--- src/rtl/uart_tx_sched.sv ---
// -----------------------------------------------------------------------------
// uart_tx_sched
//
// Transmit scheduler in front of the uart_core transmitter. Several byte
// producers share the single TX datapath through a valid/ready handshake with
// round-robin arbitration. The scheduler runs the core's tx_req/tx_busy
// protocol one frame at a time, generates the clk16 oversampling tick from a
// programmable divider, counts completed frames and flags launches that the
// core never acknowledged.
//
// Ports
//   clk           in   clock
//   rst           in   asynchronous, active-high reset
//   req_valid     in   [N_REQ]    requester i has a byte pending
//   req_data      in   [8*N_REQ]  byte i at bits [8i+7:8i]
//   req_ready     out  [N_REQ]    one-hot, one-cycle accept strobe
//   baud_div      in   [DIV_W]    tick period minus one, in clk cycles
//   clk16         out             one-cycle oversampling tick to the core
//   core_tx_data  out  [8]        byte handed to the core, held until next accept
//   core_tx_req   out             one-cycle launch strobe to the core
//   core_tx_busy  in              core frame in progress
//   grant_id      out  [3]        index of the last granted requester
//   frame_cnt     out  [16]       completed frames, wraps 0xFFFF -> 0
//   drop_err      out             one-cycle pulse when a launch is not acknowledged
//
// Build option
//   UART_SCHED_PRIO_EN : when defined, requester 0 wins whenever it is valid
//                        and requesters 1..N_REQ-1 round-robin among
//                        themselves; the pointer does not move when 0 wins.
//                        When undefined, plain round-robin over all requesters.
//
// All outputs are registered; the arbitration decision itself is
// combinational from req_valid and the pointer.
// -----------------------------------------------------------------------------

// Protocol checker bound inside the scheduler; assertions only, no logic.
module uart_tx_sched_chk #(
  parameter int N_REQ = 4
) (
  input logic             clk,
  input logic             rst,
  input logic [N_REQ-1:0] req_ready,
  input logic             core_tx_req,
  input logic             core_tx_busy,
  input logic             drop_err
);

  // At most one requester is accepted at a time.
  a_ready_onehot: assert property (@(posedge clk) disable iff (rst)
    $onehot0(req_ready));

  // Accept strobe lasts exactly one cycle.
  a_ready_pulse: assert property (@(posedge clk) disable iff (rst)
    (|req_ready) |=> (req_ready == {N_REQ{1'b0}}));

  // Launch strobe lasts exactly one cycle.
  a_launch_pulse: assert property (@(posedge clk) disable iff (rst)
    core_tx_req |=> !core_tx_req);

  // Never launch into a busy core.
  a_no_launch_busy: assert property (@(posedge clk) disable iff (rst)
    core_tx_req |-> !core_tx_busy);

  // Drop flag is a single-cycle pulse.
  a_drop_pulse: assert property (@(posedge clk) disable iff (rst)
    drop_err |=> !drop_err);

endmodule

module uart_tx_sched #(
  parameter int N_REQ = 4,
  parameter int DIV_W = 12
) (
  input  logic               clk,
  input  logic               rst,
  input  logic [N_REQ-1:0]   req_valid,
  input  logic [8*N_REQ-1:0] req_data,
  output logic [N_REQ-1:0]   req_ready,
  input  logic [DIV_W-1:0]   baud_div,
  output logic               clk16,
  output logic [7:0]         core_tx_data,
  output logic               core_tx_req,
  input  logic               core_tx_busy,
  output logic [2:0]         grant_id,
  output logic [15:0]        frame_cnt,
  output logic               drop_err
);

  typedef enum logic [1:0] {
    S_IDLE      = 2'd0,
    S_LAUNCH    = 2'd1,
    S_WAIT_BUSY = 2'd2,
    S_WAIT_DONE = 2'd3
  } state_t;

  // Wait-busy cycles tolerated before declaring the launch dropped. The first
  // wait cycle is the tx_req cycle itself, so this gives three cycles in which
  // busy was actually expected.
  localparam logic [1:0] DROP_LIMIT = 2'd3;

  // First set bit of 'valid' at or after 'ptr', wrapping modulo N_REQ.
  // Result is {found, index}.
  function automatic logic [3:0] rr_pick(input logic [N_REQ-1:0] valid,
                                         input logic [2:0]       ptr);
    logic [7:0] valid_ext;
    logic [3:0] res;
    logic [2:0] idx;
    int         j;
    valid_ext = 8'h00;
    valid_ext[N_REQ-1:0] = valid;
    res = 4'b0000;
    for (int k = 0; k < N_REQ; k++) begin
      j   = (int'(ptr) + k >= N_REQ) ? (int'(ptr) + k - N_REQ) : (int'(ptr) + k);
      idx = j[2:0];
      res = (!res[3] && valid_ext[idx]) ? {1'b1, idx} : res;
    end
    return res;
  endfunction

  // Registers
  state_t             state_r;
  logic [1:0]         wait_cnt_r;
  logic [2:0]         ptr_r;
  logic [DIV_W-1:0]   div_cnt_r;
  logic               clk16_r;
  logic [N_REQ-1:0]   req_ready_r;
  logic [7:0]         core_tx_data_r;
  logic               core_tx_req_r;
  logic [2:0]         grant_id_r;
  logic [15:0]        frame_cnt_r;
  logic               drop_err_r;

  // Combinational next values
  state_t             state_s;
  logic [1:0]         wait_cnt_s;
  logic [2:0]         ptr_s;
  logic [N_REQ-1:0]   req_ready_s;
  logic [7:0]         core_tx_data_s;
  logic               core_tx_req_s;
  logic [2:0]         grant_id_s;
  logic [15:0]        frame_cnt_s;
  logic               drop_err_s;

  // Arbitration
  logic [N_REQ-1:0]   pick_valid_s;
  logic               prio_win_s;
  logic [3:0]         rr_res_s;
  logic               win_found_s;
  logic [2:0]         win_idx_s;
  logic [2:0]         ptr_adv_s;
  logic [N_REQ-1:0]   win_onehot_s;
  logic [7:0]         win_data_s;

  // Winner selection, next pointer and winner byte for the accept cycle.
  always_comb begin
    pick_valid_s = req_valid;
    prio_win_s   = 1'b0;
`ifdef UART_SCHED_PRIO_EN
    // Requester 0 bypasses the rotation; the others rotate without it.
    pick_valid_s[0] = 1'b0;
    prio_win_s      = req_valid[0];
`endif
    rr_res_s = rr_pick(pick_valid_s, ptr_r);

    if (prio_win_s) begin
      win_found_s = 1'b1;
      win_idx_s   = 3'd0;
    end else begin
      win_found_s = rr_res_s[3];
      win_idx_s   = rr_res_s[2:0];
    end

    if (prio_win_s) begin
      ptr_adv_s = ptr_r;
    end else if (win_idx_s == 3'(N_REQ - 1)) begin
      ptr_adv_s = 3'd0;
    end else begin
      ptr_adv_s = win_idx_s + 3'd1;
    end

    win_onehot_s = {N_REQ{1'b0}};
    win_data_s   = 8'h00;
    for (int k = 0; k < N_REQ; k++) begin
      win_onehot_s[k] = (win_idx_s == 3'(k));
      win_data_s      = win_data_s | (req_data[8*k +: 8] & {8{win_onehot_s[k]}});
    end
  end

  // FSM next-state and next registered outputs.
  always_comb begin
    state_s        = state_r;
    wait_cnt_s     = wait_cnt_r;
    ptr_s          = ptr_r;
    req_ready_s    = {N_REQ{1'b0}};
    core_tx_data_s = core_tx_data_r;
    core_tx_req_s  = 1'b0;
    grant_id_s     = grant_id_r;
    frame_cnt_s    = frame_cnt_r;
    drop_err_s     = 1'b0;

    case (state_r)
      S_IDLE: begin
        if (win_found_s && !core_tx_busy) begin
          req_ready_s    = win_onehot_s;
          core_tx_data_s = win_data_s;
          grant_id_s     = win_idx_s;
          ptr_s          = ptr_adv_s;
          wait_cnt_s     = 2'd0;
          state_s        = S_LAUNCH;
        end else begin
          state_s = S_IDLE;
        end
      end

      S_LAUNCH: begin
        // Registered, so tx_req is visible the cycle after the ready pulse.
        core_tx_req_s = 1'b1;
        wait_cnt_s    = 2'd0;
        state_s       = S_WAIT_BUSY;
      end

      S_WAIT_BUSY: begin
        if (core_tx_busy) begin
          state_s = S_WAIT_DONE;
        end else if (wait_cnt_r == DROP_LIMIT) begin
          drop_err_s = 1'b1;
          state_s    = S_IDLE;
        end else begin
          wait_cnt_s = wait_cnt_r + 2'd1;
          state_s    = S_WAIT_BUSY;
        end
      end

      S_WAIT_DONE: begin
        if (!core_tx_busy) begin
          frame_cnt_s = frame_cnt_r + 16'd1;
          state_s     = S_IDLE;
        end else begin
          state_s = S_WAIT_DONE;
        end
      end

      default: begin
        state_s = S_IDLE;
      end
    endcase
  end

  // FSM state, drop-timeout counter and round-robin pointer.
  always_ff @(posedge clk or posedge rst) begin
    if (rst) begin
      state_r    <= S_IDLE;
      wait_cnt_r <= 2'd0;
      ptr_r      <= 3'd0;
    end else begin
      state_r    <= state_s;
      wait_cnt_r <= wait_cnt_s;
      ptr_r      <= ptr_s;
    end
  end

  // Registered scheduler outputs.
  always_ff @(posedge clk or posedge rst) begin
    if (rst) begin
      req_ready_r    <= {N_REQ{1'b0}};
      core_tx_data_r <= 8'h00;
      core_tx_req_r  <= 1'b0;
      grant_id_r     <= 3'd0;
      frame_cnt_r    <= 16'd0;
      drop_err_r     <= 1'b0;
    end else begin
      req_ready_r    <= req_ready_s;
      core_tx_data_r <= core_tx_data_s;
      core_tx_req_r  <= core_tx_req_s;
      grant_id_r     <= grant_id_s;
      frame_cnt_r    <= frame_cnt_s;
      drop_err_r     <= drop_err_s;
    end
  end

  // Oversampling tick divider. The >= compare means a smaller baud_div
  // written mid-period takes effect at once instead of waiting for a wrap.
  always_ff @(posedge clk or posedge rst) begin
    if (rst) begin
      div_cnt_r <= {DIV_W{1'b0}};
      clk16_r   <= 1'b0;
    end else if (div_cnt_r >= baud_div) begin
      div_cnt_r <= {DIV_W{1'b0}};
      clk16_r   <= 1'b1;
    end else begin
      div_cnt_r <= div_cnt_r + DIV_W'(1'b1);
      clk16_r   <= 1'b0;
    end
  end

  assign req_ready    = req_ready_r;
  assign core_tx_data = core_tx_data_r;
  assign core_tx_req  = core_tx_req_r;
  assign grant_id     = grant_id_r;
  assign frame_cnt    = frame_cnt_r;
  assign drop_err     = drop_err_r;
  assign clk16        = clk16_r;

  uart_tx_sched_chk #(
    .N_REQ (N_REQ)
  ) u_chk (
    .clk          (clk),
    .rst          (rst),
    .req_ready    (req_ready_r),
    .core_tx_req  (core_tx_req_r),
    .core_tx_busy (core_tx_busy),
    .drop_err     (drop_err_r)
  );

endmodule

--- config.mk ---
export PLATFORM = sky130hd
export DESIGN_NAME = uart_tx_sched
export DESIGN_NICKNAME = d
export VERILOG_FILES = /design/src/rtl/uart_tx_sched.sv
export SDC_FILE = /design/constraint.sdc
export NUM_CORES = 1
export LEC_CHECK = 0
export CAP_MARGIN = 40
export CORE_MARGIN = 1.5
export CORE_UTILIZATION = 52
export DETAILED_ROUTE_END_ITERATION = 16
export GPL_ROUTABILITY_DRIVEN = 1
export PLACE_DENSITY = 0.89
export RECOVER_POWER = 50
export SLEW_MARGIN = 25
export SYNTH_ARGS = -nofsm -noshare
export SYNTH_HDL_FRONTEND = slang
export SYNTH_SLANG_ARGS = --single-unit
--- constraint.sdc ---
create_clock -name clk -period 6.5 [get_ports clk]
set_clock_uncertainty 0.2 [all_clocks]
set_input_delay 1.3 -clock clk [delete_from_list [all_inputs] [get_ports clk]]
set_output_delay 1.3 -clock clk [all_outputs]
set_load 0.03 [all_outputs]
==> impl_results.md, run 1 <==
* Status: finished with violations
* Failing checks: max-capacitance violations, max-slew violations
* Top Usage Layer GRT: met2
* FFs w/ async S/R, synth at 100%
* Hold Crit Start: frame_cnt[15]$_DFFE_PP0P_
* Hold Crit Class: flop to flop
* Hold_buf cts at 0
* Power per Cell Area at approximately 400 nW/um2
* Root Driver: clkbuf_8
* Nets at 447
* Seq/Total Area, Yosys at about 45%
* DR vias at approximately 2400
* Vias/cell at about 5.5
* Synthesis-to-layout area growth at 34.0%
* Met2 Resource Use GR at 36.2%
* DR pass1 iterations at 4
* Vias in the first global route at about 2400
* Die X at about 80 um
* Met3 Resource Use GR at approximately 5.6%
* Final Setup Violations at 0
* Critical path type: input port to flop
* Post-route insts no fill at around 450
* Synth Register Bits at 53
* CP delay by family, top: compound AO/OA/AOI/OAI gates
* Wire length per cell at roughly 14 um
* Critical path fanouts, max at 9
* Multi-input gate area at 1500 um2
* Syn Inst Count at around 300
* Post-synth cell types at 45
* Initial antenna violation count at 0
* Worst R2R Setup Slack at approximately 2.8 ns
* GPL Wtd Cong at 0.854
* I/O pins at 85
* I/O Buffers at 84
* DRT iter0 DRCs at 139
* Main synth FF type: dfrtp_1
* Clock sinks at 53
* Rows at 27
* Arr. time, crit path at approximately 4.1 ns
* Number of diodes at 0
* CP Cell Sequence: clkdlybuf4s50_1 -> mux4_2 -> o21ai_2 -> a2111oi_2 -> a311oi_2 -> inv_1 -> ha_1 -> a22o_1 -> a221oi_1 -> a21oi_1
* Placed inst area at around 3800 um2
* Hold Violations, Final at 0
* Core area at 5510 um2
* Max-slew violations at between 50 and 60
* Slowest stage delay, CP at between 0.5 and 0.6 ns
* Setup TNS Final at 0 ns
* Share of layout cells above drive strength 1 at just over 5%
* Initial Util at between 50% and 60%
* Die Height at roughly 78 um
* CTS-repair resized insts at 0
* Total CTS buffers at 5
* RSZ-0062 raised after global routing: no
* Grt total ovfl at 0
* Post-DP HPWL at roughly 4.7 mm
* Met1 usage at about a quarter
* MaxCap Viol Count at 1
* Die area at 6140 um2
* Worst VDD drop at about 0.25 mV
* CP Launch Type: input port
* Ys Warns at 0
* Final Routed Wirelength at a little over 6 mm
* Leak pwr at approximately 0.0018 uW
* Critical-path top delay cell: clkdlybuf4s50_1
* Synth Area per Inst at between 10 and 15 um2
* Register area at between 1000 and 1500 um2
* Final instance area at roughly 4000 um2
* First-pass GRT wire length at a little over 10 mm
* Worst setup startpoint: req_valid[0]
* WP buf/inv at 2
* Worst rel slew slack at -51.5%
* Later-pin clock latency in the skew report at around 0.31 ns
* Final critical-path required period at around 4.1 ns
* Cell area after synthesis at 2960 um2
* Worst reg2reg path startpoint: ptr_r[0]$_DFFE_PP0P_
* Post-route ant nets at 0
* Post-Syn Nets at about 370
* EDFF count, synth at 0
* Most common cell after layout, fill and taps aside: clkdlybuf4s50_1
* Worst-case clock buffer depth at 2
* # fillers at 384
* Worst EP required at 6.47 ns
* Most frequent cells in the layout: clkdlybuf4s50_1, dfrtp_1, nor2_1
* CTS H-tree depth at 2
* Largest net degree at the start of global routing at 54
* Post-CTS setup buffers at 0
* Final worst-path cycle share at 62.8%
* DRC viols at 0
* TritonCTS clock tree: done
* Placed insts at 440
* Crit. End Element: flop
* Clock slew at reported path FFs at 0.10 ns
* Slew @ Worst Pin at ~2.3 ns
* GRT Util Overall at between 20% and 30%
* Max frequency at around 0.24 GHz
cell families (layout without fill, tap and decap cells):
| kind of cell | count (synthesis) | in the layout | synth area share (%) |
|---|---|---|---|
| adders and majority gates | 21 | 21 | 8.89 |
| DFF | 53 | 53 | 44.9 |
| xor gates and xnor gates | 25 | 25 | 7.41 |
| and+or+nand+nor | 93 | 93 | 15.5 |
| buffers and inverters | 34 | 115 | 4.78 |
| muxes | 8 | 8 | 3.89 |
| AOI/OAI and AO/OA | 61 | 61 | 14.7 |
worst register-to-register path: cells and delay by family, from the launching register on:
family / cells / cell delay (ns)
buffers and inverters: 2 / 0.30
adders and majority gates: 2 / 0.80
DFF: 1 / 0.64
muxes: 1 / 0.56
AOI/OAI and AO/OA: 4 / 1.05
report_power, final:
part	internal [uW]	switching (uW)
combinational	361	424
clock	116	109
sequential	425	108
total	902	641
worst paths after layout:
kind,endpoint,cells past startpoint
setup / recovery,core_tx_data[0]$_DFFE_PP0P_,10
hold / removal,frame_cnt[15]$_DFFE_PP0P_,1
setup reg to reg,core_tx_data[0]$_DFFE_PP0P_,9
hold reg to reg,frame_cnt[15]$_DFFE_PP0P_,1
max in group asynchronous,state_r[1]$_DFF_PP0_,2
min in group asynchronous,div_cnt_r[4]$_DFF_PP0_,2
state kept, by name, summed over array words and instances (netlist names):
register and cells:
state_r 2, clk16 1, drop_err 1, wait_cnt_r 2, req_ready 4, ptr_r 3, grant_id 3, core_tx_data 8
core_tx_req 1, div_cnt_r 12, frame_cnt 16
routing by layer:
metal	vias up	wire [um]
met4	0	96
li1	1197	-
met1	1153	2640
met5	-	0
met2	86	2990
met3	10	455
through the flow:
stage                     util [%]  hold slack, ns  total power (uW)  setup WS, ns
after floorplan                  -           0.267              1070          2.99
after detailed placement      69.9           0.266              1330          2.11
after CTS                     72.0           0.279              1560          2.45
final                         71.9           0.284              1540          2.42
after global routing          71.9           0.321              1650          2.23
after global placement        69.6           0.263              1290          2.24
cell type report:
| cell class | count | area share (%) |
|---|---|---|
| multi-input combinational | 208 | 37.9 |
| sequential | 53 | 33.5 |
| timing repair buffer | 85 | 21.4 |
| tap | 72 | 2.27 |
| inverter | 22 | 2.12 |
| clock buffer | 5 | 1.74 |
| clock inverter | 3 | 1.11 |
synth_stat cells (3+ instances only):
cell type | instances | area (um2)
dfrtp_1 | 53 | 1330
nor2_1 | 32 | 120
inv_1 | 22 | 82.6
ha_1 | 21 | 263
a21oi_1 | 19 | 95.1
nand2_1 | 19 | 71.3
xnor2_1 | 16 | 140
nand3_1 | 9 | 45.0
xor2_1 | 9 | 78.8
a21o_1 | 8 | 60.1
a221oi_1 | 8 | 70.1
a22o_1 | 8 | 70.1
nand4_1 | 7 | 43.8
and2_1 | 5 | 31.3
and3_1 | 5 | 31.3
buf_2 | 5 | 25.0
clkbuf_1 | 4 | 15.0
nand2b_1 | 4 | 25.0
a211oi_1 | 3 | 22.5
mux2_1 | 3 | 33.8
o21ai_0 | 3 | 15.0
o21ai_1 | 3 | 15.0
Power figures use the tool's default switching activity.
==> inputs of run 2 (changes only) <==
--- a/config.mk
+++ b/config.mk
@@ -7,10 +7,10 @@
 export LEC_CHECK = 0
 export CAP_MARGIN = 40
 export CORE_MARGIN = 1.5
-export CORE_UTILIZATION = 52
+export CORE_UTILIZATION = 43
 export DETAILED_ROUTE_END_ITERATION = 16
 export GPL_ROUTABILITY_DRIVEN = 1
-export PLACE_DENSITY = 0.89
+export PLACE_DENSITY = 0.79
 export RECOVER_POWER = 50
 export SLEW_MARGIN = 25
 export SYNTH_ARGS = -nofsm -noshare
==> constraint.sdc (replaced) <==
create_clock -name clk -period 3.5 [get_ports clk]
set_clock_uncertainty 0.2 [all_clocks]
set_input_delay 0.7 -clock clk [delete_from_list [all_inputs] [get_ports clk]]
set_output_delay 0.7 -clock clk [all_outputs]
set_load 0.03 [all_outputs]
==> impl_results.md, run 2 (same netlist as run 1, synthesis figures left out) <==
* Status: completed
* Die area at 7380 um2 (+20%)
* Synthesis-to-layout area growth at 36.5%
* CTS-repair resized insts at 0 (unchanged)
* I/O pins at 85 (unchanged)
* Share of layout cells above drive strength 1 at 6.77% (+1.7 points)
* Rows at 30 (+11%)
* Grt total ovfl at 0 (unchanged)
* Util after Layout at 60.0% (-12 points)
* Worst VDD drop at 0.467 mV (+88%)
* Hold Crit Class: flop to flop
* Max frequency at 0.315 GHz
* DRC viols at 0 (unchanged)
* R2R cell count at 9 (unchanged)
* Hold_buf cts at 0 (unchanged)
* Crit. End Element: flop
* Critical path fanouts, max at 9 (unchanged)
* I/O Buffers at 84 (unchanged)
* GPL Wtd Cong at 0.837 (-2.0%)
* Clock slew at reported path FFs at 0.10 ns (about the same)
* WHS Path Cells at 1 (unchanged)
* Switching power total at 1190 uW (+86%)
* Clock share of power at 14.4% (-0.2 points)
* Vias in the first global route at 2509 (+4.0%)
* Final instance area at 4030 um2 (+1.8%)
* CP Launch Type: input port
* CTS H-tree depth at 2 (unchanged)
* Placed inst area at 3920 um2 (+1.9%)
* Final critical-path required period at between 3 and 4 ns
* Slowest stage delay, CP at 0.60 ns (+0.06 ns)
* Wire length per cell at 13.4 um (-2.7%)
* DR pass1 iterations at 4 (unchanged)
* Switching share of power at 40.8% (-0.70 points)
* Hold WS at 0.288 ns (+0.00344 ns)
* DRT iter0 DRCs at 88 (-37%)
* Met3 Resource Use GR at 3.75% (-1.8 points)
* Root Driver: clkbuf_8
* Core area at 6720 um2 (+22%)
* First-pass GRT wire length at 10.9 mm (+7.6%)
* Setup TNS Final at 0 ns (unchanged)
* Most common cell after layout, fill and taps aside: clkdlybuf4s50_1
* TritonCTS clock tree: done
* Worst-case clock buffer depth at 2 (unchanged)
* Post-route ant nets at 0 (unchanged)
* Slew @ Worst Pin at 1.29 ns (-0.970 ns)
* # fillers at 570 (+48%)
* Top Usage Layer GRT: met2
* Die Height at 85.9 um (+9.6%)
* Arr. time, crit path at 3.17 ns (-0.88 ns)
* RSZ-0062 raised after global routing: no
* Worst rel slew slack at 14.1% (+66 points)
* Initial Util at 44.0% (-9.7 points)
* Worst EP required at 3.49 ns (-2.98 ns)
* Comb pwr share at 52.7% (+1.8 points)
* Vias/cell at 5.24 (-4.0%)
* DR vias at 2432 (-0.57%)
* Clock sinks at 53 (unchanged)
* Internal Pwr Total at 1730 uW (+91%)
* Largest net degree at the start of global routing at 54 (unchanged)
* GRT Util Overall at 18.0% (-2.7 points)
* Hold Violations, Final at 0 (unchanged)
* Total CTS buffers at 5 (unchanged)
* Die X at 85.9 um (+9.6%)
* Met2 Resource Use GR at 33.1% (-3.1 points)
* Most frequent cells in the layout: clkdlybuf4s50_1, dfrtp_1, nor2_1
* Reg power frac at 33.0% (-1.6 points)
* Final Routed Wirelength at 6.23 mm (+0.74%)
* Final worst-path cycle share at about nine tenths
* Initial antenna violation count at 0 (unchanged)
* Max reg flops at 16 (unchanged)
* Later-pin clock latency in the skew report at 0.30 ns (about the same)
* Leak pwr at 0.00187 uW (+2.2%)
* Final Setup Violations at 0 (unchanged)
* Post-DP HPWL at 4.83 mm (+2.0%)
* CP Cell Sequence: clkdlybuf4s50_1 -> mux4_2 -> o21ai_2 -> a2111oi_2 -> a311oi_2 -> buf_4 -> ha_1 -> a22o_1 -> a221oi_1 -> a21oi_1
* Met1 usage at 21.8% (-2.3 points)
* Number of diodes at 0 (unchanged)
* Max-slew violations at 0 (-100%)
* Power per Cell Area at 724 nW/um2 (+86%)
* MaxCap Viol Count at 0 (-1)
* Post-CTS setup buffers at 0 (unchanged)
* Nets at 455 (+1.8%)
* Critical path type: input port to flop
* Critical-path top delay cell: clkdlybuf4s50_1
run 2: layer usage:
layer	vias to the layer above	share of wire, %
met5	-	0
met4	0	1.0
met3	6	5.3
met2	70	51
met1	1152	43
li1	1204	-
run 2: final timing paths:
kind	slack, ns	from	to
hold reg to reg	0.29	frame_cnt[15]$_DFFE_PP0P_	frame_cnt[15]$_DFFE_PP0P_
hold / removal	0.29	frame_cnt[15]$_DFFE_PP0P_	frame_cnt[15]$_DFFE_PP0P_
setup reg to reg	0.43	ptr_r[0]$_DFFE_PP0P_	core_tx_data[2]$_DFFE_PP0P_
setup / recovery	0.32	req_valid[3]	core_tx_data[2]$_DFFE_PP0P_
max in group asynchronous	1.27	rst	grant_id[0]$_DFFE_PP0P_
min in group asynchronous	1.05	rst	drop_err$_DFF_PP0_
run 2: cell type report:
| type | instances | area (um2) | share of cell area (%) |
|---|---|---|---|
| repair buffers | 93 | 918 | 22.8 |
| clock buffers | 5 | 68.8 | 1.71 |
| flip-flops and latches | 53 | 1330 | 32.9 |
| multi-input cells | 208 | 1490 | 37.0 |
| well taps | 80 | 100 | 2.48 |
| inverters | 22 | 82.6 | 2.05 |
| clock inverters | 3 | 43.8 | 1.09 |
run 2: per-stage QoR:
step	setup WS, ns	power [uW]	std cells
global route	0.106	3150	464
detailed placement	0.0155	2530	456
finish	0.324	2920	464
floorplan	0.209	1990	295
CTS	0.344	2960	464
global placement	0.0965	2470	456
run 2: power groups by stage:
stage	clock (uW)	combinational, uW	sequential, uW
detailed placement	0	1550	976
global placement	0	1510	963
floorplan	0	858	1130
CTS	436	1560	965
finish	419	1540	962
global route	457	1700	993
run 2: worst max-delay path: cells and delay by family:
family	cells	cell delay, ns
adder cells (fa/ha/maj)	1	0.31
buffers and inverters	2	0.76
multiplexers	1	0.29
AO/OA/AOI/OAI	6	1.10
==> edit 1, RTL diff (settings of run 1) <==
Register the input `baud_div` before use. The logic sees it one clock later. The other inputs are not delayed to match. Comments in the files are not updated.
--- a/src/rtl/uart_tx_sched.sv
+++ b/src/rtl/uart_tx_sched.sv
@@ -100,2 +100,8 @@
 
+  logic [DIV_W-1:0] baud_div_q;
+
+  always_ff @(posedge clk) begin
+    baud_div_q <= baud_div;
+  end
+
   // First set bit of 'valid' at or after 'ptr', wrapping modulo N_REQ.
@@ -286,3 +292,3 @@
       clk16_r   <= 1'b0;
-    end else if (div_cnt_r >= baud_div) begin
+    end else if (div_cnt_r >= baud_div_q) begin
       div_cnt_r <= {DIV_W{1'b0}};
Check against the original RTL: not equivalent (a bounded check fails within 4 cycles, from zero or initial values and one cycle with rst high).
==> edit 1 against run 1 <==
  * The flow still finishes with violations (max-capacitance violations, max-slew violations)
  * Non-clock buffer count unchanged
  * Final area up 8.2%
  * Die area up 8.2%
  * Count of clock-buffer cells in the layout up 8
  * Wire length up 3.9%
  * Synthesized area up 8.5%
  * Combinational power up 10%
  * Synthesized cell count up 1.7%
  * Total power up 18%
  * Worst setup slack better by 310 ps
  * Sequential cell count up 12
  * Hold slack worse by 14 ps
  * Critical endpoint is now core_tx_data[4]$_DFFE_PP0P_
  * Largest cell class is now sequential cells
  * Largest power group unchanged
==> edit 1: results (changes against run 1) <==
Violated checks = max-capacitance violations, max-slew violations
Distinct cells, synth = 46 (+2.2%)
Vias in the first global route = 2481 (+2.9%)
R2R depth = 9 (unchanged)
Clock power frac = 0.186 (+0.040)
Largest net degree at the start of global routing = 54 (unchanged)
Max-slew violations = 54 (unchanged)
DR WL/cell = 13.87 µm (+0.55%)
Layout cells sized above 1 = 0.06186 (+0.01132)
Met2 GRT Util = 0.3628 (+0.001071)
Met2 WL = 3161 µm (+5.7%)
Crit-path slowest cell = mux4_2
Peak supply drop = 283.6 µV (+14%)
Syn avg cell area = 10.69 µm² (+6.7%)
CTS clk-pin slew, worst paths = 70 ps (-30 ps)
TritonCTS Buffers = 9 (+4)
Vias per cell = 5.328 (-2.4%)
GPL Wtd Cong = 0.9192 (+7.6%)
First-pass GRT wire length = 10610 µm (+4.8%)
Met3 GRT Util = 0.07444 (+0.01863)
Post-Route M1 WL = 2701 µm (+2.4%)
Final Net Count = 455 (+1.8%)
Slew @ Worst Pin = 2234 ps (-24.94 ps)
Max-cap violations = 1 (unchanged)
Async set-or-reset flop fraction in the synthesized netlist = 0.8154 (-0.1846)
Post-synthesis sequential area ratio = 0.4885 (+0.03972)
Starting DRT DRC Count = 107 (-23%)
Overall Global Routing Usage = 0.2114 (+0.003798)
Hold depth = 1 (unchanged)
Leakage = 1.900 nW (+3.9%)
Synth cell count leaders = 53 x dfrtp_1, 22 x inv_1, 21 x ha_1, 21 x nor2_1
Max FFs per register = 16 (unchanged)
Outcome = finished with violations
Final wirelength = 6422 µm (+3.9%)
Share of total power in sequential cells = 0.339 (-0.007)
Post-DP Area = 4091 µm² (+6.3%)
Pwr dens = 423.8 nW/µm² (+8.8%)
Skew-Pair Late Insertion Delay = 330 ps (+20 ps)
Routed wl met3 = 479 µm (+5.3%)
Dpl cells = 447 (+1.6%)
Filler cells = 434 (+13%)
DPL Wire Length = 4844 µm (+2.3%)
Worst slack at placement = 2419 ps (+306.9 ps)
Max H-tree Level = 3 (+1)
Synth area leaders = dfrtp_1 41%, ha_1 8.2%, dfxtp_1 7.5%
-- edit 1: cell types whose count changed after synthesis, moves of 8 or more --
cell / before / now
dfxtp_1: 0 / 12
a22oi_1: 0 / 16
a211oi_1: 3 / 12
a31oi_1: 1 / 9
a21oi_1: 19 / 5
nor2_1: 32 / 21
a22o_1: 8 / 0
-- edit 1: final cells by class --
class	count	area (µm²)	share of cell area
Clock buffer	13	158.9	0.03708
Clock inverter	3	40.04	0.009343
Inverter	22	83.83	0.01956
Multi-Input combinational cell	200	1498	0.3495
Sequential cell	65	1567	0.3655
Tap cell	75	93.84	0.02190
Timing Repair Buffer	85	844.6	0.1971
-- edit 1: path summary, 6_finish.rpt --
check | start | to | slack, ps
hold / removal | frame_cnt[15]$_DFFE_PP0P_ | frame_cnt[15]$_DFFE_PP0P_ | 270
setup reg to reg | ptr_r[0]$_DFFE_PP0P_ | core_tx_data[4]$_DFFE_PP0P_ | 3040
max in group asynchronous | rst | div_cnt_r[7]$_DFF_PP0_ | 3260
setup / recovery | req_valid[1] | core_tx_data[4]$_DFFE_PP0P_ | 2730
min in group asynchronous | rst | drop_err$_DFF_PP0_ | 1820
hold reg to reg | frame_cnt[15]$_DFFE_PP0P_ | frame_cnt[15]$_DFFE_PP0P_ | 270
-- edit 1: logic make-up (layout without fill, tap and decap cells) --
| family | count (synthesis) | in the layout | share of synthesized area |
|---|---|---|---|
| fa+ha+maj | 21 | 21 | 0.08193 |
| simple gates | 80 | 80 | 0.1268 |
| buf+inv | 35 | 123 | 0.04682 |
| compound gates | 66 | 66 | 0.1522 |
| mux | 8 | 8 | 0.03550 |
| xor+xnor | 25 | 25 | 0.06828 |
| flops | 65 | 65 | 0.4885 |
==> edit 2, RTL diff (flow settings as in run 1) <==
Made on the original files. Add a define of `UART_SCHED_PRIO_EN`.
--- a/src/rtl/uart_tx_sched.sv
+++ b/src/rtl/uart_tx_sched.sv
@@ -36,2 +36,4 @@
 // Protocol checker bound inside the scheduler; assertions only, no logic.
+`define UART_SCHED_PRIO_EN
+
 module uart_tx_sched_chk #(
Behaviour: not the same (Yosys sat finds a counterexample within 10 cycles, from zero or initial values and one cycle with rst high).
==> edit 2 against run 1 <==
  * The flow still finishes with violations (max-capacitance violations, max-slew violations)
  * Worst setup slack gained 25 ps
  * Sequential power about the same
  * Sequential cell count unchanged
  * Wire length is 11% higher
  * Total power is 0.63% lower
  * Final area rose by 3.9%
  * Critical path type unchanged
  * Synthesized cell count increased by 3.1%
  * Largest cell class unchanged
  * Die area rose by 5.1%
  * Synthesized area grew 5.3%
==> edit 2: results (changes against run 1) <==
GPL Wtd Cong = 0.9031 (+5.7%)
Final Net Count = 457 (+2.2%)
Max-Slew Margin vs Limit = -0.5663 (-0.05176)
Post-synthesis sequential area ratio = 0.4260 (-0.02273)
Crit-path slowest cell = dlygate4sd3_1
Synth Area in XOR/XNOR = 0.07034 (-0.003752)
Met3 GRT Util = 0.07614 (+0.02032)
Violated checks = max-capacitance violations, max-slew violations
Final wirelength = 6863 µm (+11%)
Post-Route M1 WL = 2827 µm (+7.2%)
Leakage = 1.898 nW (+3.8%)
Max H-tree Level = 2 (unchanged)
CP max stage delay = 610 ps (+70 ps)
Adder-cell area share of the yosys netlist = 0.08441 (-0.004503)
Met2 WL = 3497 µm (+17%)
Switching part of the total = 0.4154 (about the same)
Complex-gate fraction of the synthesized area = 0.1809 (+0.03396)
Vias in the first global route = 2679 (+11%)
Vias per cell = 5.605 (+2.7%)
Starting DRT DRC Count = 78 (-44%)
Synth area leaders = dfrtp_1 43%, ha_1 8.4%, xnor2_1 3.9%
Mux share of post-synthesis cell area = 0.05667 (+0.01772)
Filler cells = 418 (+8.9%)
Crit. Startpoint = req_valid[1]
Syn_nets = 376 (+2.5%)
Worst reg2reg startpoint = ptr_r[0]$_DFFE_PP0P_
Max-cap violations = 1 (unchanged)
DPL Wire Length = 5176 µm (+9.3%)
Peak supply drop = 266.7 µV (+7.1%)
Overall Global Routing Usage = 0.2343 (+0.02672)
Max-slew violations = 54 (unchanged)
N_diodes = 0 (unchanged)
First-pass DRT Iterations = 4 (unchanged)
Worst slack at placement = 2219 ps (+107.3 ps)
Met1 Usage GRT = 0.2633 (+0.02204)
Synth cell count leaders = 53 x dfrtp_1, 25 x nand2_1, 23 x inv_1
Routed wl met3 = 465 µm (+2.2%)
Outcome = finished with violations
Highest metal used = met4
IO Port Bufs = 84 (unchanged)
First-pass GRT wire length = 11830 µm (+17%)
edit 2: cell type report:
class | instances | area, µm² | area share
repair buffers | 88 | 870.8 | 0.2117
multi-input cells | 214 | 1627 | 0.3954
clock buffers | 5 | 68.82 | 0.01673
clock inverters | 3 | 43.79 | 0.01064
well taps | 72 | 90.09 | 0.02190
inverters | 23 | 87.58 | 0.02129
flip-flops and latches | 53 | 1326 | 0.3224
edit 2: power by group through the flow:
| stage | logic, mW | registers (mW) | clock network, mW |
|---|---|---|---|
| floorplan | 0.487 | 0.592 | 0 |
| global placement | 0.748 | 0.532 | 0 |
| detailed placement | 0.779 | 0.536 | 0 |
| CTS | 0.786 | 0.531 | 0.231 |
| global route | 0.857 | 0.548 | 0.245 |
| finish | 0.774 | 0.531 | 0.227 |
edit 2: path summary, 6_finish.rpt:
check | endpoint | slack, ps | cells after the start
max | core_tx_data[6]$_DFFE_PP0P_ | 2440 | 10
min | frame_cnt[15]$_DFFE_PP0P_ | 270 | 1
max reg2reg | core_tx_data[3]$_DFFE_PP0P_ | 2680 | 11
min reg2reg | frame_cnt[15]$_DFFE_PP0P_ | 270 | 1
max in group asynchronous | ptr_r[0]$_DFFE_PP0P_ | 3170 | 2
min in group asynchronous | frame_cnt[13]$_DFFE_PP0P_ | 1870 | 2
edit 2: per-stage QoR:
stage          cells  hold slack [ps]  total power, mW
3_3_place_gp     447            255.8            1.280
5_1_grt          458            283.6            1.650
2_1_floorplan    304            267.1            1.079
4_1_cts          457            276.7            1.549
3_5_place_dp     449            262.4            1.315
6_report         458            274.7            1.533
edit 2: worst register-to-register path: stages (launching register included):
cell and delay, ps:
dfrtp_1 640, inv_1 210, ha_1 480, mux2i_1 260, o22ai_1 140, o21a_1 250, o32ai_1 480, inv_1 140
ha_1 350, a22oi_1 210, nand2_1 80, mux2_2 270
